`src/rtl/regfile_wb_queue.sv`:
```
// Write-back queue feeding the register file's single write port.
// Ports: in_* push handshake, wb_stall/WE3/WA3/WD3 drain port,
// RAn/fwdn_* newest-pending bypass, count/empty/full status.
module regfile_wb_queue #(
   parameter int DEPTH = 4,
   parameter int XLEN  = 32,
   parameter int AW    = 5
) (
   input  logic                       clk,
   input  logic                       rst_n,
   input  logic                       in_valid,
   output logic                       in_ready,
   input  logic [AW-1:0]              in_addr,
   input  logic [XLEN-1:0]            in_data,
   input  logic                       wb_stall,
   output logic                       WE3,
   output logic [AW-1:0]              WA3,
   output logic [XLEN-1:0]            WD3,
   input  logic [AW-1:0]              RA1,
   input  logic [AW-1:0]              RA2,
   output logic                       fwd1_hit,
   output logic                       fwd2_hit,
   output logic [XLEN-1:0]            fwd1_data,
   output logic [XLEN-1:0]            fwd2_data,
   output logic [$clog2(DEPTH):0]     count,
   output logic                       empty,
   output logic                       full
);

   localparam int PW = $clog2(DEPTH);
   localparam int CW = PW + 1;

   logic [AW-1:0]   addr_q [DEPTH];
   logic [AW-1:0]   addr_d [DEPTH];
   logic [XLEN-1:0] data_q [DEPTH];
   logic [XLEN-1:0] data_d [DEPTH];
   logic [PW-1:0]   wr_ptr_q, wr_ptr_d;
   logic [PW-1:0]   rd_ptr_q, rd_ptr_d;
   logic [CW-1:0]   count_q, count_d;

   logic pop;
   logic push;
   logic enq;

   assign empty    = (count_q == '0);
   assign full     = (count_q == CW'(DEPTH));
   assign count    = count_q;
   assign pop      = !empty && !wb_stall;
   assign in_ready = !full || pop;
   assign push     = in_valid && in_ready;
   // x0 writes complete the handshake but are never stored
   assign enq      = push && (in_addr != '0);

   assign WE3 = pop;
   assign WA3 = pop ? addr_q[rd_ptr_q] : '0;
   assign WD3 = pop ? data_q[rd_ptr_q] : '0;

   always_comb begin
      addr_d   = addr_q;
      data_d   = data_q;
      wr_ptr_d = wr_ptr_q;
      rd_ptr_d = rd_ptr_q;
      count_d  = count_q;
      if (enq) begin
         addr_d[wr_ptr_q] = in_addr;
         data_d[wr_ptr_q] = in_data;
         wr_ptr_d         = wr_ptr_q + PW'(1);
      end
      if (pop) begin
         rd_ptr_d = rd_ptr_q + PW'(1);
      end
      unique case ({enq, pop})
         2'b10:   count_d = count_q + CW'(1);
         2'b01:   count_d = count_q - CW'(1);
         default: count_d = count_q;
      endcase
   end

   // Scan oldest to newest so the newest match overwrites older ones.
   always_comb begin
      fwd1_hit  = 1'b0;
      fwd2_hit  = 1'b0;
      fwd1_data = '0;
      fwd2_data = '0;
      for (int i = 0; i < DEPTH; i++) begin
         if (CW'(i) < count_q) begin
            if (RA1 != '0 && addr_q[rd_ptr_q + PW'(i)] == RA1) begin
               fwd1_hit  = 1'b1;
               fwd1_data = data_q[rd_ptr_q + PW'(i)];
            end
            if (RA2 != '0 && addr_q[rd_ptr_q + PW'(i)] == RA2) begin
               fwd2_hit  = 1'b1;
               fwd2_data = data_q[rd_ptr_q + PW'(i)];
            end
         end
      end
   end

   always_ff @(posedge clk or negedge rst_n) begin
      if (!rst_n) begin
         wr_ptr_q <= '0;
         rd_ptr_q <= '0;
         count_q  <= '0;
         for (int i = 0; i < DEPTH; i++) begin
            addr_q[i] <= '0;
            data_q[i] <= '0;
         end
      end else begin
         wr_ptr_q <= wr_ptr_d;
         rd_ptr_q <= rd_ptr_d;
         count_q  <= count_d;
         addr_q   <= addr_d;
         data_q   <= data_d;
      end
   end

endmodule

```
`config.mk`:
```
export PLATFORM = sky130hd
export DESIGN_NAME = regfile_wb_queue
export DESIGN_NICKNAME = d
export VERILOG_FILES = /design/src/rtl/regfile_wb_queue.sv
export SDC_FILE = /design/constraint.sdc
export NUM_CORES = 1
export LEC_CHECK = 0
export BUFFER_PORTS_ARGS = -buffer_cell sky130_fd_sc_hd__clkbuf_2
export CAP_MARGIN = 0
export CORE_MARGIN = 2
export CORE_UTILIZATION = 45
export DETAILED_ROUTE_END_ITERATION = 10
export PLACE_DENSITY = 0.71
export SLEW_MARGIN = 5
export SYNTH_ARGS = -nofsm -noshare
export SYNTH_HDL_FRONTEND = slang
export SYNTH_SLANG_ARGS = --single-unit
```
`constraint.sdc`:
```
create_clock -name clk -period 9.67 [get_ports clk]
set_input_delay 1.934 -clock clk [delete_from_list [all_inputs] [get_ports clk]]
set_output_delay 1.934 -clock clk [all_outputs]
set_load 0.005 [all_outputs]
```
==> Yosys cells after proc, flatten, opt, wreduce, memory -nomap -nowiden <==
Cells that the tools add are included.
{ "word_totals": {"ff_bits": 155, "latch_bits": 0, "mem_bits_rw": 0, "romBits": 0, "inputBits": 51, "output_inout_bits": 110, "elab_cells": 129, "mem_count": 0} }
{ "classes": {"add_sub_neg": 6, "multipliers": 0, "n_div": 0, "magnitude_cmp": 10, "n_eq_ne": 11, "n_shift": 0, "n_mux": 65, "bitwise_logic": 5, "reduce_logical": 21} }
{ "ops": {"columns": ["operator", "n"], "rows": [
  ["32-bit two-way mux", 26],
  ["32-bit binary-select mux with 2-bit select", 4],
  ["128-bit bitwise mux", 1],
  ["32-bit demux with 2-bit select", 1],
  ["5-bit two-way mux", 10],
  ["5-bit binary-select mux with 2-bit select", 4],
  ["5-bit == test", 8],
  ["20-bit bitwise mux", 1],
  ["1-bit two-way mux", 16],
  ["3-bit greater-or-equal comparator (second input constant)", 5],
  ["2-bit inverter with 3-bit output", 5],
  ["5-bit nonzero test", 3],
  ["1-bit logical AND", 12],
  ["5-bit demux with 2-bit select", 1],
  ["1-bit by 3-bit less-than comparator with 1-bit output (first input constant)", 2],
  ["2-bit by 3-bit less-than comparator with 1-bit output (first input constant)", 2],
  ["3-bit one-hot mux with 2 select lines", 1],
  ["2-bit by 1-bit adder with 2-bit output (second input constant)", 2],
  ["2-bit adder (second input constant)", 2],
  ["3-bit by 1-bit adder with 3-bit output (second input constant)", 1],
  ["3-bit == test (second input constant)", 1],
  ["1-bit zero test", 3],
  ["3-bit zero test", 1],
  ["3-bit by 1-bit less-than comparator with 1-bit output (second input constant)", 1],
  ["5 further kinds", 5]
]} }

==> Depth between registers and ports, before layout <==
{ "depth": {"ltp_word": 14, "depth_mapped": 12, "depth_no_buf": 11} }

==> Worst setup path after synthesis <==
OpenSTA, ideal clock, no wires.
{ "synth_path": {"path_kind": "in2out", "startpoint": "input RA2[1]", "endpoint": "output fwd2_data[10]", "arrival_ns": 3.525, "t_required_ns": 7.736, "path_slack_ns": 4.211, "stages": 8, "path_buffers": 2, "cell_sequence": "clkbuf_1 > nor4_1 > o2bb2ai_1 > clkbuf_1 > nor3_1 > nand2_1 > o311ai_0 > a22o_1"} }
{ "synth_via": {"elab_chain_cells": 10, "elab_cells_between_ends": 17, "cone_classes": "eq/ne (4); mux (8); reduce/logical (5)"} }
{ "synth_rtl": {"columns": ["item", "line_no", "source"], "rows": [
  ["start, declared", "20", "input logic [AW-1:0] RA2,"],
  ["5-bit == test / 5-bit nonzero test (equally long branches)", "91", "if (RA2 != '0 && addr_q[rd_ptr_q + PW'(i)] == RA2) begin"],
  ["1-bit logical AND", "91", null],
  ["32-bit two-way mux", "91", null],
  ["32-bit two-way mux", "86", "if (CW'(i) < count_q) begin"],
  ["32-bit two-way mux", "91", null],
  ["32-bit two-way mux", "86", null],
  ["32-bit two-way mux", "91", null],
  ["32-bit two-way mux", "86", null],
  ["32-bit two-way mux", "91", null],
  ["32-bit two-way mux *", "86", null],
  ["end, declared", "24", "output logic [XLEN-1:0] fwd2_data,"]
]} }
Mark *: on every way between the ends. The rest lies on a longest branch, timed or not.

==> Worst setup path in the final report <==
{ "layout_path": {"startpoint": "register rd_ptr_q[0]", "endpoint": "output fwd2_data[30]"} }
{ "layout_via": {"elab_chain_cells": 14, "elab_cells_between_ends": 47, "cone_classes": "add/sub (3); eq/ne (4); mux (32); bitwise (4); reduce/logical (4)"} }
{ "layout_rtl": {"columns": ["item", "line_no", "source"], "rows": [
  ["start, declared", "38", "logic [PW-1:0] rd_ptr_q, rd_ptr_d;"],
  ["start signal, assigned", "110", "rd_ptr_q <= rd_ptr_d;"],
  ["parallel branches: the longest is 13 deep, another holds 2-bit by 1-bit adder with 2-bit output", null, null],
  ["32-bit two-way mux *", "86", null]
]} }
Every way passes the cells marked *. The select of a mux whose other input is x is not followed.

==> impl_metrics.yaml <==
drt:
  ant_nets: 0
  drtPass1Iterations: 6
  routedWlPerCell_um: 21.8
  wirelength_um: 37100
  via_count: 10600
  via_per_inst: 6.23
  drc: 0
  dr.first_iter.drc_count: 845
cells_and_area:
  final_cell_area_um2: 13800
  fin_cells: 1703
  diodes: 0
  syn2layout_area_growth_pct: 12.7
  utilization: 0.514
  nets: 1409
  drive_above_1_share: 0.341
logic_synthesis:
  synth_area_um2: 12300
  synth_area_leader_cell: "dfrtp_1"
  synthTopCellsByCount: "mux2_2, dfrtp_1, mux2i_1"
  avgSynthCellArea_um2: 9.62
  synth_most_common_cell: "mux2_2"
  ys_warn_count: 0
  synthArstFlopShare: 1.00
  ys_seq_area_frac: 0.316
  syn-num-nets: 1334
  synth_top_area_share: 0.316
  synthFlopType: "dfrtp_1"
  synthTopCellsByArea: "dfrtp_1, mux2_2, mux2i_1"
  syn-instance-count: 1274
  synth_edf_count: 0
  synth-seq-cells: 155
  synth_cell_type_count: 46
global_route:
  grt_pass1_vias: 10500
  antenna_found_initial: 2
  grt_max_degree: 79
  globalRoute.totalOverflow: 0
  grt_first_pass_wirelength_um: 58400
  grt_use_total: 0.259
power_and_ir_drop:
  p_per_area_nw_per_um2: 411
  p_leak_nw: 6.08
  ir_drop_mv: 0.191
sta:
  period_share: 0.725
  worstMarginPinSlew_ns: 1.19
  setup_tns_ns: 0
  max_freq_mhz: 143
  finalSetupViolations: 0
  max-slew-margin-rel: 0.209
  rsz0062_at_grt: "no"
  finalHoldViolations: 0
  fin_crit_ns: 7.01
  drv_slew: 0
  worst_hold_slack_ns: 0.527
  fin_skew_ns: 0.0111
clock_network:
  htreeDepth: 4
  clockRootBuffer: "clkbuf_16"
  clkLatencyLatePin_ns: 0.44
  clockBufferDepth: 2
  numCtsBuffers: 17
  post_cts_resized: 0
  cts_hold_buf: 0
  clock_sinks: 155
  cts_tree: "built"
  cts_setup_buffers: 0
  clk_pin_slew_ns: 0.07
floorplanning:
  design.die.area_um2: 28600
  die_w_um: 169
  num_io_pins: 161
  rows: 60
  die_h_um: 169
  core_area_um2: 26900
  initial_utilization: 0.456
setup_path:
  required_ns: 7.74
  cp-end-kind: "output port"
  crit_fanout: 44
  cp-start-kind: "flip-flop"
  critPathKind: "reg -> out"
  arrival_ns: 5.07
run_status:
  outcome: "finished clean"
place:
  port-buffer-count: 160
  place_area_um2: 13200
  place_congestion: 0.899
  dp_hpwl_um: 24300
  place_inst: 1671
run:
  max-cap-violations: 0
worst_hold_path:
  hp-class: "reg -> reg"
## cell usage in the layout (no fill, tap or decap), types with 2 or more instances in the layout
cell type and n:
o21ai_0 33, nor4b_4 3, nand2_1 70, xnor2_1 35
buf_4 20, ha_1 9, clkinv_8 7, a21oi_1 66
o311ai_1 2, inv_1 37, nor2_1 72, dfrtp_4 2
clkbuf_16 17, nor3_1 97, and2_1 9, inv_6 6
a22o_1 31, nand4_1 8, o211ai_1 2, clkbuf_2 159
mux4_2 20, nand3_1 2, a211oi_1 31, dfrtp_1 153
and3_1 31, mux2_2 212, nor2_4 2, xor2_1 8
nand2_2 4, or3_1 2, inv_8 3, o311ai_0 29
mux2i_1 130, a31oi_1 32
## through the flow
step                setup WS (ns)  total power, mW
detailed placement           2.94             4.95
global placement             3.06             4.86
CTS                          2.76             5.66
global route                 2.51             6.09
finish                       2.66             5.68
floorplan                    4.21             3.93
## final timing paths
path,start,to,slack (ns),cells after the start
worst min-delay path,data_q[10]$_DFFE_PN0P_,data_q[10]$_DFFE_PN0P_,0.53,1
worst max-delay path,rd_ptr_q[0]$_DFFE_PN0P_,fwd2_data[30],2.66,10
worst min register to register,data_q[10]$_DFFE_PN0P_,data_q[10]$_DFFE_PN0P_,0.53,1
worst max register to register,count[0]$_DFFE_PN0P_,data_q[36]$_DFFE_PN0P_,6.19,9
min in group asynchronous,rst_n,data_q[7]$_DFFE_PN0P_,1.54,1
max in group asynchronous,rst_n,rd_ptr_q[1]$_DFFE_PN0P_,6.54,2
## worst max-delay path, cell delays in order (launching register included)
cell	delay [ns]
dfrtp_4	0.76
buf_4	0.58
mux4_2	0.64
xor2_1	0.19
nor4_4	0.27
buf_4	0.44
nor3b_4	0.65
buf_4	0.44
o311ai_0	0.22
a22o_1	0.27
clkbuf_2	0.12
## sequential cells by signal, summed over array words and instances, names as in the netlist
signal,flops
rd_ptr_q,2
data_q,128
count,3
wr_ptr_q,2
addr_q,20
## power breakdown
part / total [mW] / leakage [nW] / switching (mW) / internal, mW
Sequential: 1.30 / 1.84 / 0.314 / 0.988
Combinational: 3.69 / 3.95 / 2.05 / 1.64
Clock: 0.687 / 0.299 / 0.334 / 0.353
Total: 5.68 / 6.08 / 2.70 / 2.98
## per-layer routing
layer  up-vias  wire length (um)  track usage
li1       4851                 -            -
met1      5199             15900        0.347
met2       481             17400        0.426
met3        79              2780       0.0468
met4         4               952       0.0858
met5         -                27            0
## cell type report
| class | count | area, um^2 |
|---|---|---|
| Clock buffer | 17 | 425 |
| Timing Repair Buffer | 180 | 957 |
| Tap cell | 341 | 427 |
| Clock inverter | 15 | 191 |
| Sequential cell | 155 | 3890 |
| Fill cell | 2504 | 13100 |
| Inverter | 38 | 148 |
| Multi-Input combinational cell | 957 | 7790 |
## kinds of logic after synthesis
| family | Yosys count | share of synthesized area |
|---|---|---|
| AND/OR/NAND/NOR | 308 | 0.123 |
| adder cells (fa/ha/maj) | 9 | 0.00918 |
| buffers and inverters | 162 | 0.0558 |
| multiplexers | 362 | 0.338 |
| flip-flops | 155 | 0.316 |
| XOR/XNOR | 44 | 0.0314 |
| AO/OA/AOI/OAI | 234 | 0.127 |
Power figures use the tool's default switching activity.
